$ cat src/rtl/adbg_param_fifo.sv
// adbg_param_fifo: parametrised synchronous FIFO between the JTAG shift logic
// and the bus-side engine of the advanced debug interface.
// Circular-buffer storage with first-word-fall-through head output.
// Ports:
//   CLK, RSTn      clock (rising edge) and asynchronous active-low reset
//   FLUSH          synchronous empty; overrides PUSH/POP in the same cycle
//   PUSH, DATA_IN  write request and data
//   POP            discard the head entry
//   DATA_OUT       head entry (0 when empty)
//   VALID, FULL, ALMOST_FULL, BYTES_AVAIL, BYTES_FREE  occupancy decode
//   OVERFLOW, UNDERFLOW  sticky error flags; CLR_ERR clears them
module adbg_param_fifo #(
  parameter int unsigned WIDTH    = 8,
  parameter int unsigned DEPTH    = 8,
  parameter int unsigned AF_LEVEL = 6,
  localparam int unsigned CW      = $clog2(DEPTH + 1)
) (
  input  logic             CLK,
  input  logic             RSTn,
  input  logic             FLUSH,
  input  logic             PUSH,
  input  logic [WIDTH-1:0] DATA_IN,
  input  logic             POP,
  output logic [WIDTH-1:0] DATA_OUT,
  output logic             VALID,
  output logic             FULL,
  output logic             ALMOST_FULL,
  output logic [CW-1:0]    BYTES_AVAIL,
  output logic [CW-1:0]    BYTES_FREE,
  output logic             OVERFLOW,
  output logic             UNDERFLOW,
  input  logic             CLR_ERR
);

  localparam int unsigned PW = $clog2(DEPTH);

  logic [WIDTH-1:0] mem [DEPTH];
  logic [PW-1:0]    wp_q, wp_d;
  logic [PW-1:0]    rp_q, rp_d;
  logic [CW-1:0]    cnt_q, cnt_d;
  logic             ovf_q, ovf_d;
  logic             unf_q, unf_d;
  logic             full_c;
  logic             valid_c;
  logic             push_ok_c;
  logic             pop_ok_c;

  // Pointer increment with explicit wrap so non-power-of-two depths work.
  function automatic logic [PW-1:0] ptr_inc(input logic [PW-1:0] p);
    return (p == PW'(DEPTH - 1)) ? '0 : p + PW'(1);
  endfunction

  // Occupancy decode from the registered count only.
  assign full_c    = (cnt_q == CW'(DEPTH));
  assign valid_c   = (cnt_q != '0);
  // A push into a full FIFO is accepted when the head is popped that cycle.
  assign push_ok_c = PUSH & (~full_c | POP);
  assign pop_ok_c  = POP & valid_c;

  // Next-state for pointers, count and sticky flags.
  always_comb begin
    wp_d  = wp_q;
    rp_d  = rp_q;
    cnt_d = cnt_q;
    ovf_d = ovf_q;
    unf_d = unf_q;

    if (FLUSH) begin
      wp_d  = '0;
      rp_d  = '0;
      cnt_d = '0;
    end else begin
      if (push_ok_c) wp_d = ptr_inc(wp_q);
      if (pop_ok_c)  rp_d = ptr_inc(rp_q);
      unique case ({push_ok_c, pop_ok_c})
        2'b10:   cnt_d = cnt_q + CW'(1);
        2'b01:   cnt_d = cnt_q - CW'(1);
        default: cnt_d = cnt_q;
      endcase
    end

    // Clear first so a same-cycle error still sets the flag.
    if (CLR_ERR) begin
      ovf_d = 1'b0;
      unf_d = 1'b0;
    end
    if (!FLUSH && PUSH && full_c && !POP) ovf_d = 1'b1;
    if (!FLUSH && POP && !valid_c)        unf_d = 1'b1;
  end

  // Control state.
  always_ff @(posedge CLK or negedge RSTn) begin
    if (!RSTn) begin
      wp_q  <= '0;
      rp_q  <= '0;
      cnt_q <= '0;
      ovf_q <= 1'b0;
      unf_q <= 1'b0;
    end else begin
      wp_q  <= wp_d;
      rp_q  <= rp_d;
      cnt_q <= cnt_d;
      ovf_q <= ovf_d;
      unf_q <= unf_d;
    end
  end

  // Storage array; not reset.
  always_ff @(posedge CLK) begin
    if (!FLUSH && push_ok_c) mem[wp_q] <= DATA_IN;
  end

  // Head output is forced to zero when empty so stale storage never shows.
  assign DATA_OUT    = valid_c ? mem[rp_q] : '0;
  assign VALID       = valid_c;
  assign FULL        = full_c;
  assign ALMOST_FULL = (cnt_q >= CW'(AF_LEVEL));
  assign BYTES_AVAIL = cnt_q;
  assign BYTES_FREE  = CW'(DEPTH) - cnt_q;
  assign OVERFLOW    = ovf_q;
  assign UNDERFLOW   = unf_q;

endmodule

$ cat config.mk
export PLATFORM = sky130hd
export DESIGN_NAME = adbg_param_fifo
export DESIGN_NICKNAME = d
export VERILOG_FILES = /design/src/rtl/adbg_param_fifo.sv
export SDC_FILE = /design/constraint.sdc
export NUM_CORES = 1
export LEC_CHECK = 0
export ABC_CLOCK_PERIOD_IN_PS = 4200
export CAP_MARGIN = 20
export CORE_MARGIN = 1.5
export CORE_UTILIZATION = 30
export CTS_CLUSTER_DIAMETER = 80
export DETAILED_ROUTE_END_ITERATION = 8
export PLACE_DENSITY = 0.57
export REMOVE_ABC_BUFFERS = 1
export SETUP_SLACK_MARGIN = 0.5
export SLEW_MARGIN = 20
export SYNTH_ARGS = -nofsm -noshare
export SYNTH_HDL_FRONTEND = slang
export SYNTH_SLANG_ARGS = --single-unit
$ cat constraint.sdc
create_clock -name CLK -period 4.2 [get_ports CLK]
set_clock_uncertainty 0.1 [all_clocks]
set_input_delay 0.84 -clock CLK [delete_from_list [all_inputs] [get_ports CLK]]
set_output_delay 0.84 -clock CLK [all_outputs]
set_load 0.02 [all_outputs]
### After elaboration in Yosys (flattened, before gate mapping)

Memories as Yosys holds them, arrays and structs flattened.
Index checks and enable logic that the tools add are counted.

| operators by class | value |
|---|---|
| add/sub/neg operators | 5 |
| magnitude comparators | 1 |
| eq/ne operators | 5 |
| muxes and demuxes | 14 |
| bitwise logic cells | 4 |
| reductions and logical operators | 15 |

Operator list:

| cell | number |
|---|---|
| $mux 3 | 6 |
| $mux 8 | 1 |
| $pmux 4 s2 | 1 |
| $reduce_bool 2->1 | 4 |
| $add 3x1->3 const B | 2 |
| $eq 3x3->1 const B | 2 |
| $logic_and 1x1->1 | 6 |
| $mux 1 | 5 |
| $add 4x1->4 const B | 1 |
| $eq 4x4->1 const B | 1 |
| $ge 4x3->1 const B | 1 |
| $mux 4 | 1 |
| $reduce_bool 4->1 | 1 |
| $sub 4x1->4 const B | 1 |
| $sub 4x4->4 const A | 1 |
| $logic_not 1->1 | 3 |
| $reduce_bool 3->1 | 1 |
| $and 1x1->1 | 2 |
| $eq 2x1->1 const B | 1 |
| $eq 2x2->1 const B | 1 |
| $not 1->1 | 1 |
| $or 1x1->1 | 1 |

| storage, ports and cells | value |
|---|---|
| register bits | 12 |
| bits in writable memories | 64 |
| input port bits | 14 |
| output and inout bits | 21 |
| word-level logic and storage cells | 50 |
| memories kept | 1 |

Memory list:

| memory | depth | width | read ports | clocked after memory_dff | wr ports | RTL line | text |
|---|---|---|---|---|---|---|---|
| mem | 8 | 8 | 1 | 0 | 1 | 37 | `logic [WIDTH-1:0] mem [DEPTH];` |

### Depth between registers and ports, before layout

| logic depth | value |
|---|---|
| depth after elaboration | 7 |
| depth in mapped cells | 10 |
| gate-level depth less buffers | 9 |

### Worst setup path after synthesis

OpenSTA, ideal clock, no wires.

| timing | value |
|---|---|
| kind | reg-to-reg |
| start | register cnt_q[0] (netlist: BYTES_AVAIL[0]) |
| end | register cnt_q[2] (netlist: BYTES_AVAIL[2]) |
| setup time | 128 ps |
| arrival | 2,646 ps |
| required time | 3,972 ps |
| path slack | 1,327 ps |
| cell stages (with the launch flop) | 11 |
| buffers on the path | 1 |
| clock period less this slack | 2,873 ps |
| path through | dfrtp_1 > inv_1 > ha_1 > nor3b_2 > buf_2 > nor2_1 > xnor2_1 > ha_1 > or4_1 > a211oi_2 > mux2_1 |

| between the ends | value |
|---|---|
| word-level cells in the longest chain between the ends | 7 |
| elaborated cells on any way between the ends | 13 |
| classes of those cells | add/sub: 2; eq/ne: 3; mux: 2; bitwise: 4; reduce/logical: 2 |

RTL lines:

| element | RTL line | text |
|---|---|---|
| start: declaration | 40 | `logic [CW-1:0] cnt_q, cnt_d;` |
| start signal: assignment | 102 | `cnt_q <= cnt_d;` |
| $eq 4x4->1 | 54 | `assign full_c = (cnt_q == CW'(DEPTH));` |
| $not 1->1 | 57 | `assign push_ok_c = PUSH & (~full_c \| POP);` |
| $or 1x1->1 | 57 |  |
| $and 1x1->1 | 57 |  |
| $eq 2x1->1 or $eq 2x2->1 (tied branches) | 75 | `unique case ({push_ok_c, pop_ok_c})` |
| $pmux 4 s2 | 75 |  |
| $mux 4 | 68 | `if (FLUSH) begin` |

Several ways; a longest one is shown, not always the timed one.
A chain may end at the register's enable or synchronous reset.

### Final worst setup path

| timing | value |
|---|---|
| start | register rp_q[0] |
| end | output port DATA_OUT[4] |

| between the ends | value |
|---|---|
| word-level cells in the longest chain between the ends | 2 |

RTL lines:

| element | RTL line | text |
|---|---|---|
| start: declaration | 39 | `logic [PW-1:0] rp_q, rp_d;` |
| start signal: assignment | 101 | `rp_q <= rp_d;` |
| $mem_v2 8x8 | -- |  |
| $mux 8 | 114 | `assign DATA_OUT = valid_c ? mem[rp_q] : '0;` |
| end: declaration | 24 | `output logic [WIDTH-1:0] DATA_OUT,` |

Every way passes these cells.

==> impl_metrics.tcl <==
set metrics [dict create \
    outcome "finished, final reports clean" \
    wirelength_um 6500 \
    synthSimpleGateAreaFrac_pct 8.16 \
    rrSetupSlack_ns 1.27 \
    synth_compound_area_share_pct 2.90 \
    synth-async-reset-ratio_pct 15.8 \
    grt_pass1_wl_um 10500 \
    drtIter0Drc 70 \
    place_congestion 0.743 \
    drive_gt1_share_pct 19.0 \
    hold_class "reg2reg" \
    row_count 38 \
    initial_utilization_pct 30.5 \
    h-tree-depth 3 \
    setup-violations-final 0 \
    power_density_nw_per_um2 547 \
    finalNetCount 274 \
    postRouteAntennaNets 0 \
    die_h_um 108 \
    final_common_cell "edfxtp_1" \
    insertedDiodeCount 0 \
    first_global_vias 1942 \
    hold_viol_final 0 \
    max-cap-violations 0 \
    dieArea_sq_um 11600 \
    vias_per_cell 4.56 \
    post_cts_buffers 0 \
    synthAdderAreaFrac_pct 2.67 \
    ir_drop_mv 0.182 \
    yosysSeqAreaShare_pct 67.7 \
    critical_path_class "reg2out" \
    layout_setup_ws_ns 0.760 \
    yosysUniqueCellTypes 31 \
    detail_route.wl_per_cell_um 16.3 \
    drc_errors 0 \
    clock_sinks 76 \
    clk_pin_slew_ns 0.07 \
    ios 35 \
    rsz0062_at_grt "false" \
    final_cell_mix "edfxtp_1, clkdlybuf4s50_1, nor2_1" \
    hp-start "UNDERFLOW" \
    slew_headroom_pct 46.7 \
    syn_inst 206 \
    core_area_sq_um 10700 \
    r2r_end "BYTES_AVAIL[2]" \
    critical_path_arrival_ns 2.50 \
    required_ns 3.26 \
    r2r_start "BYTES_AVAIL[1]" \
    fin_cells 398 \
    synth-edff-count 64 \
    num_vias 1814 \
    cts_tree "built" \
    synth-xor-area-share_pct 1.07 \
    holdPathStages 2 \
    first_pass_iters 4 \
    setup_tns_ns 0 \
    io_buffer_count 34 \
    numCtsBuffers 9 \
    die_w_um 108 \
    slew_viol_final 0 \
    min_to "UNDERFLOW" \
    dp_hpwl_um 4290 \
    crit_path_start "rp_q[0]" \
    netlist_area_sq_um 3280 \
    hold_slack_ns 0.446 \
    place_inst 382 \
    overflow 0 \
    cellLeakagePower_nw 1.37 \
    synth_ff_type "edfxtp_1" \
    yosysWarnings 0 \
    cts-resized-gates 1 \
    startpoint_type "register" \
    ff2ff_path_depth 10 \
    cts_hold_buf 0 \
    avgSynthCellArea_sq_um 15.9 \
    worstPathMaxFanout 14 \
    tightestPinTransition_ns 0.800 \
    synth.area.mux_share_pct 14.8 \
    root_buffer "clkbuf_8" \
    period_share_pct 81.9 \
    cp-end-kind "output port" \
    place_ws_ns 0.837 \
    area_delta_synth_final_pct 23.8 \
    max_clock_freq_mhz 291 \
    grt_start_max_net_pins 19 \
    ys_ff_latch 76 \
    gr-usage-all-layers_pct 12.5 \
    layout_min_cycle_time_ns 3.44 \
    clk_path_buf_depth 2 \
    insertion_delay_ns 0.34 \
    antenna_found_initial 0 \
    synth_top_family_by_area "multiplexers" \
]
-- through the flow --
stage | area, sq um | power [W] | utilization [%]
2_1_floorplan | 3230 | 0.00132 | -
3_3_place_gp | 3840 | 0.00163 | 35.7
3_5_place_dp | 3840 | 0.00164 | 35.7
4_1_cts | 4060 | 0.00225 | 37.8
5_1_grt | 4060 | 0.00234 | 37.8
6_report | 4060 | 0.00222 | 37.8
-- cells by family after synthesis --
| group | after synthesis |
|---|---|
| AOI/OAI and AO/OA | 16 |
| xor gates and xnor gates | 4 |
| adders and majority gates | 7 |
| buffers and inverters | 20 |
| DFF | 76 |
| muxes | 28 |
| and+or+nand+nor | 55 |
-- where the power goes --
group,switching [W],total [W],internal [W]
Combinational,0.000350,0.000698,0.000349
Sequential,0.0000619,0.000911,0.000849
Clock,0.000274,0.000612,0.000338
-- layout make-up --
| type | instances | area, sq um |
|---|---|---|
| fill | 1051 | 6680 |
| sequential | 76 | 2220 |
| multi-input combinational | 110 | 970 |
| timing repair buffer | 47 | 438 |
| tap | 140 | 175 |
| clock buffer | 9 | 124 |
| clock inverter | 7 | 97.6 |
| inverter | 9 | 33.8 |
-- cell usage after synthesis (3+ instances only) --
cell | instances | share of area, %
nand2b_1 | 5 | 0.95
buf_2 | 6 | 0.92
inv_1 | 9 | 1.0
o21ai_0 | 4 | 0.61
dfrtp_1 | 12 | 9.1
nand3_1 | 5 | 0.76
mux2i_1 | 9 | 2.7
mux4_2 | 16 | 11
nor2_1 | 20 | 2.3
nor3_1 | 3 | 0.46
a21oi_1 | 9 | 1.4
edfxtp_1 | 64 | 59
xnor2_1 | 3 | 0.80
nand2_1 | 13 | 1.5
ha_1 | 7 | 2.7
-- worst max path at each step --
stage                                end
after floorplan           BYTES_AVAIL[2]
after global placement       DATA_OUT[4]
after detailed placement     DATA_OUT[7]
after CTS                    DATA_OUT[0]
after global routing         DATA_OUT[4]
final                        DATA_OUT[4]
-- critical path: stages (launching register included) --
cell and delay [ns]:
dfrtp_2 0.65, buf_4 0.26, mux4_2 0.51, mux2i_1 0.13
nor2_1 0.07, clkdlybuf4s50_1 0.54
-- routing by layer --
metal  up-vias  GRT usage, %  part of all wire, %
met1       902          16.0                   46
li1        871             -                    -
met4         0          4.79                  1.4
met3         7          3.03                  3.7
met2        34          20.4                   49
met5         -             0                    0
-- state kept, by name, indices dropped and copies added (netlist names) --
name,count
BYTES_AVAIL,4
OVERFLOW,1
UNDERFLOW,1
rp_q,3
wp_q,3
mem,64
Power figures use the tool's default switching activity.
